`src/rtl/id_hazard_ctrl_pkg.sv`:
```
// Shared opcode/function codes and ID-stage FSM encodings for the decode front end.
// Latency: n/a (definitions only); backpressure: n/a.
package id_hazard_ctrl_pkg;

    localparam logic [5:0] OP_RTYPE = 6'h00;
    localparam logic [5:0] OP_J     = 6'h02;
    localparam logic [5:0] OP_BEQ   = 6'h04;
    localparam logic [5:0] OP_BNE   = 6'h05;
    localparam logic [5:0] OP_ADDI  = 6'h08;
    localparam logic [5:0] OP_ANDI  = 6'h0c;
    localparam logic [5:0] OP_ORI   = 6'h0d;
    localparam logic [5:0] OP_LUI   = 6'h0f;
    localparam logic [5:0] OP_LW    = 6'h23;
    localparam logic [5:0] OP_SW    = 6'h2b;

    localparam logic [5:0] FUNC_SLL = 6'h00;
    localparam logic [5:0] FUNC_SRL = 6'h02;
    localparam logic [5:0] FUNC_SRA = 6'h03;
    localparam logic [5:0] FUNC_ADD = 6'h20;
    localparam logic [5:0] FUNC_SUB = 6'h22;
    localparam logic [5:0] FUNC_AND = 6'h24;
    localparam logic [5:0] FUNC_OR  = 6'h25;
    localparam logic [5:0] FUNC_XOR = 6'h26;

    typedef enum logic [1:0] {
        ID_ST_FILL  = 2'd0,
        ID_ST_RUN   = 2'd1,
        ID_ST_STALL = 2'd2
    } id_state_e;

endpackage

```
`src/rtl/id_hazard_ctrl_if.sv`:
```
// Signal bundle between fetch/EX/MEM/regfile and the ID hazard controller.
// id_stall_cnt is present only when ID_STALL_CNT_EN is defined.
interface id_hazard_ctrl_if #(
    parameter int PC_W = 32
`ifdef ID_STALL_CNT_EN
    ,
    parameter int CNT_W = 16
`endif
);
    logic [31:0]     if_inst;
    logic [PC_W-1:0] if_pc4;
    logic [31:0]     rf_qa;
    logic [31:0]     rf_qb;
    logic            ex_wreg;
    logic [4:0]      ex_rd;
    logic            mem_wreg;
    logic [4:0]      mem_rd;
    logic [31:0]     id_inst;
    logic [PC_W-1:0] id_pc4;
    logic            id_valid;
    logic            id_bubble;
    logic            id_wpcir;
    logic            ctrl_branch;
    logic [PC_W-1:0] nid_pc;
    logic [1:0]      id_state;
`ifdef ID_STALL_CNT_EN
    logic [CNT_W-1:0] id_stall_cnt;
`endif

    modport slave (
`ifdef ID_STALL_CNT_EN
        output id_stall_cnt,
`endif
        input  if_inst, if_pc4, rf_qa, rf_qb, ex_wreg, ex_rd, mem_wreg, mem_rd,
        output id_inst, id_pc4, id_valid, id_bubble, id_wpcir, ctrl_branch, nid_pc, id_state
    );

    modport master (
`ifdef ID_STALL_CNT_EN
        input  id_stall_cnt,
`endif
        output if_inst, if_pc4, rf_qa, rf_qb, ex_wreg, ex_rd, mem_wreg, mem_rd,
        input  id_inst, id_pc4, id_valid, id_bubble, id_wpcir, ctrl_branch, nid_pc, id_state
    );

endinterface

```
`src/rtl/id_hazard_ctrl_src_decode.sv`:
```
// Combinational source-operand and branch-class decode of the instruction held in IF/ID.
// Latency: 0 cycles; backpressure: none.
module id_src_decode
    import id_hazard_ctrl_pkg::*;
#(
    parameter int W = 32
) (
    input  logic [31:0]  inst,
    output logic         uses_rs,
    output logic         uses_rt,
    output logic         is_beq,
    output logic         is_bne,
    output logic         is_j,
    output logic [4:0]   rs,
    output logic [4:0]   rt,
    output logic [25:0]  j_idx,
    output logic [W-1:0] imm_sext
);

    logic [5:0] op;
    logic [5:0] func;

    assign op       = inst[31:26];
    assign func     = inst[5:0];
    assign rs       = inst[25:21];
    assign rt       = inst[20:16];
    assign j_idx    = inst[25:0];
    assign imm_sext = {{(W-16){inst[15]}}, inst[15:0]};

    always_comb begin
        uses_rs = 1'b0;
        uses_rt = 1'b0;
        is_beq  = 1'b0;
        is_bne  = 1'b0;
        is_j    = 1'b0;
        case (op)
            OP_RTYPE: begin
                // Shifts take their operand from rt and the amount from shamt.
                uses_rs = !(func == FUNC_SLL || func == FUNC_SRL || func == FUNC_SRA);
                uses_rt = 1'b1;
            end
            OP_ADDI, OP_ANDI, OP_ORI, OP_LW: begin
                uses_rs = 1'b1;
            end
            OP_SW: begin
                uses_rs = 1'b1;
                uses_rt = 1'b1;
            end
            OP_BEQ: begin
                uses_rs = 1'b1;
                uses_rt = 1'b1;
                is_beq  = 1'b1;
            end
            OP_BNE: begin
                uses_rs = 1'b1;
                uses_rt = 1'b1;
                is_bne  = 1'b1;
            end
            OP_J: begin
                is_j = 1'b1;
            end
            default: begin
            end
        endcase
    end

endmodule

```
`src/rtl/id_hazard_ctrl.sv`:
```
// IF/ID register, EX/MEM RAW hazard stall, and ID-stage BEQ/BNE/J resolution with IF/ID flush.
// Stall/branch outputs are same-cycle combinational; optional stall counter under ID_STALL_CNT_EN.
module id_hazard_ctrl
    import id_hazard_ctrl_pkg::*;
#(
    parameter int PC_W = 32
`ifdef ID_STALL_CNT_EN
    ,
    parameter int CNT_W = 16
`endif
) (
    input logic             clk,
    input logic             rst,
    id_hazard_ctrl_if.slave bus
);

    logic [31:0]     inst_q, inst_d;
    logic [PC_W-1:0] pc4_q, pc4_d;
    logic            valid_q, valid_d;
    id_state_e       state_q, state_d;

    logic            uses_rs, uses_rt, is_beq, is_bne, is_j;
    logic [4:0]      rs, rt;
    logic [25:0]     j_idx;
    logic [PC_W-1:0] imm_sext;

    id_src_decode #(.W(PC_W)) u_dec (
        .inst     (inst_q),
        .uses_rs  (uses_rs),
        .uses_rt  (uses_rt),
        .is_beq   (is_beq),
        .is_bne   (is_bne),
        .is_j     (is_j),
        .rs       (rs),
        .rt       (rt),
        .j_idx    (j_idx),
        .imm_sext (imm_sext)
    );

    // WB is not compared: the register file writes in the first half-cycle.
    logic rs_hz, rt_hz, hz;
    assign rs_hz = uses_rs && (rs != 5'd0) &&
                   ((bus.ex_wreg && bus.ex_rd == rs) || (bus.mem_wreg && bus.mem_rd == rs));
    assign rt_hz = uses_rt && (rt != 5'd0) &&
                   ((bus.ex_wreg && bus.ex_rd == rt) || (bus.mem_wreg && bus.mem_rd == rt));
    assign hz    = valid_q && (rs_hz || rt_hz);

    logic            operands_eq, resolve, taken;
    logic [PC_W-1:0] br_tgt, j_tgt;
    assign operands_eq = (bus.rf_qa == bus.rf_qb);
    assign resolve     = valid_q && !hz;
    assign taken       = resolve && ((is_beq && operands_eq) || (is_bne && !operands_eq) || is_j);
    assign br_tgt      = pc4_q + imm_sext;
    assign j_tgt       = {pc4_q[PC_W-1:26], j_idx};

    assign bus.id_inst     = inst_q;
    assign bus.id_pc4      = pc4_q;
    assign bus.id_valid    = valid_q;
    assign bus.id_state    = state_q;
    assign bus.id_wpcir    = hz;
    assign bus.id_bubble   = hz || !valid_q;
    assign bus.ctrl_branch = taken;
    assign bus.nid_pc      = !taken ? '0 : (is_j ? j_tgt : br_tgt);

    always_comb begin
        inst_d  = inst_q;
        pc4_d   = pc4_q;
        valid_d = valid_q;
        if (!hz) begin
            if (taken) begin
                inst_d  = '0;
                pc4_d   = '0;
                valid_d = 1'b0;
            end else begin
                inst_d  = bus.if_inst;
                pc4_d   = bus.if_pc4;
                valid_d = 1'b1;
            end
        end
    end

    always_comb begin
        state_d = state_q;
        case (state_q)
            ID_ST_FILL:  state_d = ID_ST_RUN;
            ID_ST_RUN:   state_d = hz ? ID_ST_STALL : ID_ST_RUN;
            ID_ST_STALL: state_d = hz ? ID_ST_STALL : ID_ST_RUN;
            default:     state_d = ID_ST_FILL;
        endcase
    end

    always_ff @(posedge clk or posedge rst) begin
        if (rst) begin
            inst_q  <= '0;
            pc4_q   <= '0;
            valid_q <= 1'b0;
            state_q <= ID_ST_FILL;
        end else begin
            inst_q  <= inst_d;
            pc4_q   <= pc4_d;
            valid_q <= valid_d;
            state_q <= state_d;
        end
    end

`ifdef ID_STALL_CNT_EN
    logic [CNT_W-1:0] cnt_q, cnt_d;

    always_comb begin
        cnt_d = cnt_q;
        if (hz && cnt_q != {CNT_W{1'b1}}) begin
            cnt_d = cnt_q + 1'b1;
        end
    end

    always_ff @(posedge clk or posedge rst) begin
        if (rst) begin
            cnt_q <= '0;
        end else begin
            cnt_q <= cnt_d;
        end
    end

    assign bus.id_stall_cnt = cnt_q;
`endif

endmodule

```
`src/flat_wrapper.sv`:
```
// flat-port wrapper written by rule: the top's interface ports become plain ports
module id_hazard_ctrl_flat import id_hazard_ctrl_pkg::*;
#(
    parameter int PC_W = 32

)
  (clk, rst, bus_if_inst, bus_if_pc4, bus_rf_qa, bus_rf_qb, bus_ex_wreg, bus_ex_rd, bus_mem_wreg, bus_mem_rd, bus_id_inst, bus_id_pc4, bus_id_valid, bus_id_bubble, bus_id_wpcir, bus_ctrl_branch, bus_nid_pc, bus_id_state);
  id_hazard_ctrl_if #(.PC_W(PC_W)) bus_i ();
  input logic clk;
  input logic rst;
  input wire logic [$bits(bus_i.if_inst)-1:0] bus_if_inst;
  input wire logic [$bits(bus_i.if_pc4)-1:0] bus_if_pc4;
  input wire logic [$bits(bus_i.rf_qa)-1:0] bus_rf_qa;
  input wire logic [$bits(bus_i.rf_qb)-1:0] bus_rf_qb;
  input wire logic [$bits(bus_i.ex_wreg)-1:0] bus_ex_wreg;
  input wire logic [$bits(bus_i.ex_rd)-1:0] bus_ex_rd;
  input wire logic [$bits(bus_i.mem_wreg)-1:0] bus_mem_wreg;
  input wire logic [$bits(bus_i.mem_rd)-1:0] bus_mem_rd;
  output wire logic [$bits(bus_i.id_inst)-1:0] bus_id_inst;
  output wire logic [$bits(bus_i.id_pc4)-1:0] bus_id_pc4;
  output wire logic [$bits(bus_i.id_valid)-1:0] bus_id_valid;
  output wire logic [$bits(bus_i.id_bubble)-1:0] bus_id_bubble;
  output wire logic [$bits(bus_i.id_wpcir)-1:0] bus_id_wpcir;
  output wire logic [$bits(bus_i.ctrl_branch)-1:0] bus_ctrl_branch;
  output wire logic [$bits(bus_i.nid_pc)-1:0] bus_nid_pc;
  output wire logic [$bits(bus_i.id_state)-1:0] bus_id_state;
  assign bus_i.if_inst = bus_if_inst;
  assign bus_i.if_pc4 = bus_if_pc4;
  assign bus_i.rf_qa = bus_rf_qa;
  assign bus_i.rf_qb = bus_rf_qb;
  assign bus_i.ex_wreg = bus_ex_wreg;
  assign bus_i.ex_rd = bus_ex_rd;
  assign bus_i.mem_wreg = bus_mem_wreg;
  assign bus_i.mem_rd = bus_mem_rd;
  assign bus_id_inst = bus_i.id_inst;
  assign bus_id_pc4 = bus_i.id_pc4;
  assign bus_id_valid = bus_i.id_valid;
  assign bus_id_bubble = bus_i.id_bubble;
  assign bus_id_wpcir = bus_i.id_wpcir;
  assign bus_ctrl_branch = bus_i.ctrl_branch;
  assign bus_nid_pc = bus_i.nid_pc;
  assign bus_id_state = bus_i.id_state;
  id_hazard_ctrl #(.PC_W(PC_W)) u_core (.clk(clk), .rst(rst), .bus(bus_i));
endmodule
```
`config.mk`:
```
export PLATFORM = sky130hd
export DESIGN_NAME = id_hazard_ctrl_flat
export DESIGN_NICKNAME = d
export VERILOG_FILES = /design/src/rtl/id_hazard_ctrl_pkg.sv /design/src/rtl/id_hazard_ctrl_if.sv /design/src/rtl/id_hazard_ctrl_src_decode.sv /design/src/rtl/id_hazard_ctrl.sv /design/src/flat_wrapper.sv
export SDC_FILE = /design/constraint.sdc
export NUM_CORES = 1
export LEC_CHECK = 0
export CORE_ASPECT_RATIO = 1.75
export CORE_MARGIN = 2
export CORE_UTILIZATION = 41
export CTS_BUF_LIST = sky130_fd_sc_hd__clkbuf_4 sky130_fd_sc_hd__clkbuf_8
export CTS_CLUSTER_SIZE = 10
export DETAILED_ROUTE_END_ITERATION = 10
export GPL_TIMING_DRIVEN = 0
export PLACE_DENSITY = 0.79
export SETUP_SLACK_MARGIN = 0.15
export SLEW_MARGIN = 20
export SYNTH_ARGS = -nofsm -noshare
export SYNTH_HDL_FRONTEND = slang
export SYNTH_SLANG_ARGS = --single-unit
```
`constraint.sdc`:
```
create_clock -name clk -period 4.9 [get_ports clk]
set_input_delay 0.98 -clock clk [delete_from_list [all_inputs] [get_ports clk]]
set_output_delay 0.98 -clock clk [all_outputs]
set_load 0.03 [all_outputs]
```
==> metrics.md <==
| Metric | Value |
|---|---|
| Final WL | 21,300 µm |
| DRC viols | 0 |
| DRT antenna net count | 0 |
| Grt ovf | 0 |
| Synth cell types | 55 |
| Vias in the first global route | 6,188 |
| Height of the die | 157 µm |
| Tcrit/Tclk final | 0.962 |
| Non-filler instance count after layout | 1,148 |
| Setup CP Type | in -> out |
| Mux cell area share after synthesis | 0.0202 |
| Final #Nets | 1,146 |
| Initial core utilization | 0.416 |
| Required @ worst endpoint | 3920 ps |
| Pwr/cell area | 225 nW/µm² |
| Worst setup EP type | output port |
| Maxcap violations | 0 |
| I/O Pins | 244 |
| Clk_skew | 18.6 ps |
| Placed Cells | 1,131 |
| Register area | 1680 µm² |
| First-pass GRT wire length | 31,900 µm |
| Skew-Pair Late Insertion Delay | 370 ps |
| Wirelength per Cell | 18.6 µm |
| Setup-failing EPs final | 0 |
| CP arrival | 3730 ps |
| ANT cells | 0 |
| Post-Synth Simple-Gate Area | 0.236 |
| CTS tree | done |
| Total power | 1.88 mW |
| Post-detail-place hpwl | 16,800 µm |
| Synth Net Count | 889 |
| Post-synth EDFFs | 0 |
| Static leakage | 3.65 nW |
| Total GRT Usage | 0.286 |
| RSZ-0062 raised after global routing | true |
| Crit path largest cell delay | 470 ps |
| Async SR Flop Fraction | 1.00 |
| Final hold violation count | 0 |
| Max clock buf depth | 2 |
| Core Box Area | 13,200 µm² |
| GPL Wtd Cong | 0.916 |
| Worst path slowest cell | clkdlybuf4s50_1 |
| Rows | 56 |
| Worst-path cell chain | clkdlybuf4s50_1 -> xor2_1 -> nor4_2 -> nand4_1 -> nor2_1 -> mux2_2 -> a21oi_4 -> buf_6 -> buf_4 -> nand3_1 -> nand3_1 -> buf_2 |
| Synth warnings | 0 |
| Compound-Gate Fraction of Synth Area | 0.216 |
| Commonest non-fill, non-tap cells in the layout | clkdlybuf4s50_1, nand2_1, dfrtp_1, o21ai_1, a21oi_1 |
| Drt initial violations | 283 |
| Leading cell type in the layout, fill and taps excluded | clkdlybuf4s50_1 |
| Port bufs | 243 |
| Cell Area, Placed | 8180 µm² |
| Layout cells sized above 1 | 0.0760 |
| Largest net degree at the start of global routing | 36 |
| Mapped cell area | 5500 µm² |
| Area grow syn2layout | 51.6% |
| Status | complete, no violations |
| Post-synthesis average cell area | 7.72 µm² |
| Slew HR | 0.533 |
| Area of the multi-input gates | 3700 µm² |
| Post-Synth Adder-Cell Area | 0.0787 |
| Synth Area in XOR/XNOR | 0.110 |
| Initial antenna violation count | 0 |
| Final Max Slew Viols | 0 |
| Via count | 6,299 |
| Most common flop cell mapped by yosys | dfrtp_1 |
| Maximum VDD drop | 0.000145 V |
| Clk slew on worst S/H paths | 80 ps |
| Cell area after layout | 8340 µm² |
| Fin crit period | 4710 ps |
| Die area | 14,400 µm² |
| Fillers | 1,206 |
| Clock Tree Root | clkbuf_8 |
| Num CTS Buffers | 9 |
| Largest family of logic cells by synthesized area | simple AND/OR/NAND/NOR gates |
| Hold/Removal Path Class | reg -> reg |
| Critical-path maximum fanout | 10 |
| CTS H-tree depth | 3 |
| Fmax | 0.212 GHz |
| Sequential area share after synthesis | 0.305 |
| Chip width | 91.6 µm |
| Post-synthesis instance total | 713 |
| Clock sink total | 67 |
| Startpoint types | primary input |
| Post-DR vias/cell | 5.49 |
| Worst Max-Slew Pin Slew | 700 ps |
| Most used cell along the critical path | nand3_1 |
| Hold_ws | 530 ps |
| Synth Register Bits | 67 |
| Pre-Repair DR Iteration Count | 5 |
-- state kept, by name (all words and copies together) (netlist names) --
signal and flops:
u_core.bus.id_inst 32, u_core.bus.id_pc4 32, u_core.bus.id_valid 1, u_core.bus.id_state 2
-- cell families after synthesis --
kind of cell / after synthesis
xor+xnor: 69
mux: 11
fa+ha+maj: 34
compound gates: 197
flops: 67
buf+inv: 50
simple gates: 285
-- routing by layer --
metal | up-vias | GRT usage | wire, µm
li1 | 3022 | - | -
met1 | 2961 | 0.277 | 7430
met2 | 269 | 0.564 | 11700
met3 | 47 | 0.0641 | 1480
met4 | 0 | 0.128 | 704
met5 | - | 0 | 0
-- report_power, final --
part / total, mW / leakage [nW] / switching, mW / internal (mW)
Combinational: 0.807 / 2.78 / 0.419 / 0.388
Clock: 0.412 / 0.0853 / 0.227 / 0.185
Sequential: 0.657 / 0.783 / 0.0638 / 0.594
-- synth_stat cells (all sizes together), types with 6 or more instances --
| master | count | area share |
|---|---|---|
| a211oi | 7 | 0.0095 |
| a21o | 17 | 0.023 |
| a21oi | 52 | 0.047 |
| a31oi | 7 | 0.0080 |
| and2 | 6 | 0.0068 |
| and3 | 7 | 0.0080 |
| clkbuf | 33 | 0.023 |
| dfrtp | 67 | 0.30 |
| ha | 33 | 0.075 |
| inv | 13 | 0.0089 |
| mux2i | 10 | 0.018 |
| nand2 | 157 | 0.11 |
| nand2b | 8 | 0.0091 |
| nand3 | 14 | 0.013 |
| nand4 | 6 | 0.0068 |
| nor2 | 44 | 0.030 |
| nor3 | 6 | 0.0055 |
| nor3b | 10 | 0.014 |
| nor4 | 10 | 0.011 |
| o211ai | 6 | 0.0091 |
| o21ai | 75 | 0.069 |
| xnor2 | 27 | 0.043 |
| xor2 | 42 | 0.067 |
-- worst max-delay path: cells and delay by family --
family	cells	cell delay [ps]
buffers and inverters	4	1080
and+or+nand+nor	5	880
muxes	1	380
AOI/OAI and AO/OA	1	210
xor gates and xnor gates	1	200
-- cell type report --
class	count	share of cell area
multi-input cells	596	0.443
clock inverters	5	0.00375
well taps	174	0.0261
flip-flops and latches	67	0.201
inverters	13	0.00615
clock buffers	10	0.0158
plain buffers	36	0.0189
repair buffers	247	0.285
-- what timing repair did --
| action | 4_1_cts | 5_1_grt |
|---|---|---|
| setup buffers | 2 | 1 |
| endpoints found under the setup margin | 34 | 27 |
| pin swaps | 1 | 1 |
| resized for setup | 136 | 40 |
| hold buffers | 0 | 0 |
-- per-stage QoR --
stage	setup slack, ps	setup TNS, ps	util
after global placement	-1200	-31680	0.616
after global routing	99.6	0	0.630
after floorplan	592	0	-
final	186	0	0.630
after detailed placement	-1230	-32720	0.617
after CTS	18.2	0	0.634
-- worst paths after layout --
check	start	end	slack, ps	depth (start not counted)
setup reg to reg	u_core.bus.id_inst[3]$_DFFE_PP0N_	u_core.bus.id_inst[7]$_DFFE_PP0N_	1840	10
hold / removal	u_core.bus.id_pc4[14]$_DFFE_PP0N_	u_core.bus.id_pc4[14]$_DFFE_PP0N_	530	2
max in group asynchronous	rst	u_core.bus.id_inst[23]$_DFFE_PP0N_	3370	3
setup / recovery	bus_rf_qb[31]	bus_nid_pc[30]	190	12
min in group asynchronous	rst	u_core.bus.id_pc4[15]$_DFFE_PP0N_	970	2
hold reg to reg	u_core.bus.id_pc4[14]$_DFFE_PP0N_	u_core.bus.id_pc4[14]$_DFFE_PP0N_	530	2
Power figures use the tool's default switching activity.
